File: config.mk
export PLATFORM = sky130hd
export DESIGN_NAME = chan_select_pipe
export DESIGN_NICKNAME = d
export VERILOG_FILES = /design/src/rtl/chan_select_pipe.sv
export SDC_FILE = /design/constraint.sdc
export NUM_CORES = 1
export LEC_CHECK = 0
export BUFFER_PORTS_ARGS = -buffer_cell sky130_fd_sc_hd__buf_4
export CAP_MARGIN = 20
export CORE_MARGIN = 8
export CORE_UTILIZATION = 38
export DETAILED_ROUTE_END_ITERATION = 8
export PLACE_DENSITY = 0.77
export SYNTH_ARGS = -nofsm -noshare
export SYNTH_HDL_FRONTEND = slang
export SYNTH_SLANG_ARGS = --single-unit
File: constraint.sdc
create_clock -name clk -period 2.14 [get_ports clk]
set_input_delay 0.214 -clock clk [delete_from_list [all_inputs] [get_ports clk]]
set_output_delay 0.214 -clock clk [all_outputs]
set_load 0.01 [all_outputs]
File: src/rtl/chan_select_pipe.sv
// N-channel valid/ready stream selector: registered channel choice, one-entry output stage.
// Optional transfer counter (xfer_cnt/cnt_clr) enabled by defining CHAN_SELECT_PIPE_XFER_CNT_EN.
module chan_select_pipe #(
  parameter int NCH   = 6,
  parameter int WIDTH = 4,
  parameter int SELW  = (NCH > 1) ? $clog2(NCH) : 1
) (
  input  logic                 clk,
  input  logic                 areset_n,
  input  logic [SELW-1:0]      sel,
  input  logic                 sel_load,
  input  logic [NCH*WIDTH-1:0] in_data,
  input  logic [NCH-1:0]       in_valid,
  output logic [NCH-1:0]       in_ready,
  output logic [WIDTH-1:0]     out_data,
  output logic                 out_valid,
  input  logic                 out_ready,
  output logic [SELW-1:0]      cur_sel,
  output logic                 sel_err
`ifdef CHAN_SELECT_PIPE_XFER_CNT_EN
  ,
  input  logic                 cnt_clr,
  output logic [15:0]          xfer_cnt
`endif
);

  logic [SELW-1:0]  cur_sel_q;
  logic             sel_err_q;
  logic             out_valid_q;
  logic [WIDTH-1:0] out_data_q;

  logic             stage_en;
  logic             accept;
  logic             sel_valid;
  logic [WIDTH-1:0] sel_data;
  logic [NCH-1:0]   in_ready_d;

  assign stage_en = !out_valid_q || out_ready;

  // Out-of-range selections match no channel, so no indexing beyond NCH occurs.
  always_comb begin
    sel_valid  = 1'b0;
    sel_data   = '0;
    in_ready_d = '0;
    for (int unsigned c = 0; c < NCH; c++) begin
      if (cur_sel_q == SELW'(c)) begin
        sel_valid     = in_valid[c];
        sel_data      = in_data[c*WIDTH +: WIDTH];
        in_ready_d[c] = stage_en && !sel_err_q && areset_n;
      end
    end
  end

  assign accept = sel_valid && stage_en && !sel_err_q;

  always_ff @(posedge clk or negedge areset_n) begin
    if (!areset_n) begin
      cur_sel_q   <= '0;
      sel_err_q   <= 1'b0;
      out_valid_q <= 1'b0;
      out_data_q  <= '0;
    end else begin
      if (sel_load) begin
        cur_sel_q <= sel;
        sel_err_q <= (int'(sel) >= NCH);
      end
      if (accept) begin
        out_data_q  <= sel_data;
        out_valid_q <= 1'b1;
      end else if (out_ready) begin
        out_valid_q <= 1'b0;
      end
    end
  end

  assign in_ready  = in_ready_d;
  assign out_data  = out_data_q;
  assign out_valid = out_valid_q;
  assign cur_sel   = cur_sel_q;
  assign sel_err   = sel_err_q;

`ifdef CHAN_SELECT_PIPE_XFER_CNT_EN
  logic [15:0] xfer_cnt_q;

  always_ff @(posedge clk or negedge areset_n) begin
    if (!areset_n) begin
      xfer_cnt_q <= '0;
    end else if (cnt_clr) begin
      xfer_cnt_q <= '0;
    end else if (accept && (xfer_cnt_q != '1)) begin
      xfer_cnt_q <= xfer_cnt_q + 16'd1;
    end
  end

  assign xfer_cnt = xfer_cnt_q;
`endif

endmodule
==> metrics.csv <==
stage,metric,value,unit
timing,relative slew slack,59.7,%
clock_network,CTS tree,built,
grt,total global-route track usage,12.9,%
setup_path,crit end category,flop,
floorplanning,DIE WIDTH,58.1,um
logic_synthesis,Most used DFF post-synth,dfrtp_1,
timing,Achievable Freq,527,MHz
logic_synthesis,Netlist cell types,25,
layout,Area growth syn-to-layout,61.0,%
setup_path,Setup crit start kind,flop,
clock_network,Inserted Clock Buffers,3,
clock_network,CTS Sinks,9,
clock_network,Post-CTS Setup Bufs,0,
layout,fraction of layout cells with a size suffix above 1,55.4,%
floorplanning,std cell rows,15,
flow_run,Max-cap violations,0,
setup_path,Worst Setup Path Type,flop to flop,
drt,Antenna Violating Nets Remaining,0,
drt,DRC Markers,0,
power_and_ir_drop,Max VDD drop,0.471,mV
logic_synthesis,Post-Synth Adder-Cell Area,0,%
timing,Final Hold Vio Count,0,
placement,global placement routability congestion,0.771,
floorplanning,Top-Level Pins,52,
timing,TNS Setup,0,ns
setup_path,Crit path largest cell delay,0.73,ns
timing,clk_skew,0.00281,ns
grt,grt ovf,0,
worst_hold_path,Hold/Removal Path Class,input port to flop,
logic_synthesis,Post-synth top cells,"9 x dfrtp_1, 8 x mux2_2, 6 x a221oi_1",
logic_synthesis,Cells after Synth,68,
logic_synthesis,Post-synth EDFFs,0,
grt,number of global-route vias before repair,769,
timing,Final Cycle Share,88.7,%
grt,first-pass GRT wire length,3550,um
logic_synthesis,post-synthesis compound-gate area fraction,20.3,%
timing,min cycle time layout,1.90,ns
grt,initial antenna violation count,0,
clock_network,Max Buffers Root-to-Sink,2,
setup_path,Crit Path Max Fanout,17,
drt,routed wire length,2260,um
setup_path,crit path from,cur_sel[0],
power_and_ir_drop,leakage,0.000523,uW
placement,DP Area,1050,um^2
setup_path,"critical path, cell by cell",mux2i_1 > nor3_1 > o221ai_2 > mux2_2,
logic_synthesis,top-count cell post-synth,dfrtp_1,
layout,ANT cells,0,
floorplanning,Initial Util,39.9,%
logic_synthesis,Synth Area per Inst,9.90,um^2
drt,Via Count,749,
clock_network,clock-pin slew on the worst setup and hold paths,0.06,ns
drt,post-DR wirelength/cell,16.3,um
logic_synthesis,Seq cells post-synth,9,
logic_synthesis,ys async rst share,100,%
setup_path,slowest CP cell,dfrtp_1,
clock_network,Skew-Pair Late Insertion Delay,0.25,ns
logic_synthesis,Post-Synth Simple-Gate Area,17.7,%
logic_synthesis,Synth Cell Area,673,um^2
setup_path,R2R cell count,4,
logic_synthesis,Yosys top cell area share,33.5,%
worst_hold_path,hold_sp,sel[0],
logic_synthesis,"top cells by area, synth","dfrtp_1 33%, mux2_2 13%, a221oi_1 7.8%",
grt,pin count of the biggest net entering global routing,18,
drt,Vias/cell,5.43,
logic_synthesis,multiplexer share of the synthesized area,21.9,%
floorplanning,Die Area,3370,um^2
logic_synthesis,xor/xnor share of the synthesized area,0,%
logic_synthesis,"Net Count, Synth",105,
setup_path,Worst EP required,2.28,ns
status,status,finished clean,
drt,DRT iter0 DRCs,9,
drt,Detailed Routing Iterations Pass 1,4,
floorplanning,die height,58.1,um
timing,"Slew Viols, Final",0,
clock_network,clock tree root driver cell,clkbuf_4,
power_and_ir_drop,total chip power,707,uW
timing,"Setup violations, final",0,
layout,Final Cell Area,1080,um^2
setup_path,Critical Path AT,2.04,ns
logic_synthesis,Ys Warns,0,
clock_network,H-tree Lvls,1,
logic_synthesis,post-synth top area cell,dfrtp_1,
worst_hold_path,hold path depth,3,
placement,dpl hpwl,1860,um
floorplanning,Core Region,1690,um^2
logic_synthesis,largest family of logic cells by synthesized area,multiplexers,
placement,Port Buffer Count,51,
power_and_ir_drop,P per Cell Area,653,nW/um^2
logic_synthesis,"Seq/Total Area, Yosys",33.5,%
timing,Worst Max-Slew Pin Slew,0.604,ns
timing,RSZ-0062 raised after global routing,false,
setup_path,FF-to-FF Start,cur_sel[0],
layout,Final Net Count,159,
## per-stage QoR
| stage | setup WS (ns) | instances | utilization (%) | hold slack, ns |
|---|---|---|---|---|
| CTS | 0.266 | 138 | 64.1 | 0.181 |
| floorplan | 0.589 | 68 | - | -0.0816 |
| global placement | 0.318 | 133 | 62.0 | 0.0468 |
| finish | 0.242 | 138 | 64.1 | 0.186 |
| global route | 0.104 | 138 | 64.1 | 0.196 |
| detailed placement | 0.273 | 133 | 62.0 | 0.0484 |
## cell usage in the layout, fill, tap and decap left out
| cell | netlist | routed |
|---|---|---|
| o221ai_2 | 1 | 1 |
| nor3_1 | 5 | 5 |
| nand2_1 | 4 | 4 |
| mux2i_1 | 2 | 2 |
| nand3_1 | 2 | 2 |
| or2b_1 | 1 | 1 |
| a22oi_1 | 3 | 3 |
| inv_2 | 1 | 1 |
| a221oi_1 | 6 | 6 |
| buf_4 | 1 | 51 |
| dfrtp_1 | 9 | 9 |
| nor2b_1 | 3 | 3 |
| nand3b_1 | 1 | 1 |
| a211oi_1 | 1 | 1 |
| nand2b_1 | 1 | 1 |
| dlygate4sd3_1 | 0 | 1 |
| clkbuf_4 | 0 | 3 |
| o21ai_0 | 4 | 4 |
| mux2_4 | 1 | 1 |
| mux2_2 | 8 | 8 |
| and2b_4 | 1 | 1 |
| inv_1 | 3 | 3 |
| o22ai_1 | 3 | 3 |
| nor2_1 | 3 | 3 |
| nor3b_1 | 1 | 1 |
| clkbuf_1 | 0 | 1 |
| mux4_2 | 1 | 1 |
## path summary, 6_finish.rpt
kind,endpoint,slack (ns)
setup / recovery,out_data[2],0.24
hold / removal,cur_sel[0],0.19
setup reg to reg,out_data[2],0.24
hold reg to reg,out_data[1],0.51
max in group asynchronous,out_data[0],1.68
min in group asynchronous,out_valid,0.32
## worst max-delay path: cells and delay by family, from the launching register on
family,cells,cell delay (ns)
AND/OR/NAND/NOR,1,0.07
flip-flops,1,0.73
AO/OA/AOI/OAI,1,0.34
multiplexers,2,0.64
## registers in the layout, indices dropped and copies added, names as in the netlist
register	cells
out_data	4
cur_sel	3
out_valid	1
sel_err	1
## power breakdown
part / leakage [uW] / switching [uW] / internal, uW / total (uW)
clock network: 0.0000150 / 56.5 / 71.7 / 128
registers: 0.000109 / 46.7 / 219 / 266
logic: 0.000399 / 123 / 190 / 313
total: 0.000523 / 227 / 481 / 707
## logic make-up (layout without fill, tap and decap cells)
family | count (synthesis) | in the layout
AO/OA/AOI/OAI | 18 | 18
AND/OR/NAND/NOR | 22 | 22
buffers and inverters | 7 | 60
flip-flops | 9 | 9
multiplexers | 12 | 12
## repair_timing
action                                 in CTS  in global routing
setup endpoints to repair                   0                  0
hold buffers                                1                  0
resized for setup                           0                  0
endpoints found under the hold margin       9                  0
## cell type report
type                    count  area [um^2]
fillers                   148          606
multi-input cells          52          403
flip-flops and latches      9          225
clock buffers               4         26.3
well taps                  17         21.3
inverters                   4         15.0
repair buffers             52          393
## routing by layer
| layer | GRT usage, % | part of all wire, % | up-vias |
|---|---|---|---|
| met2 | 23.1 | 49 | 26 |
| met3 | 4.42 | 7.5 | 2 |
| li1 | - | - | 365 |
| met1 | 14.1 | 43 | 356 |
| met5 | 0 | 0 | - |
| met4 | 3.15 | 0.44 | 0 |
Power figures use the tool's default switching activity.
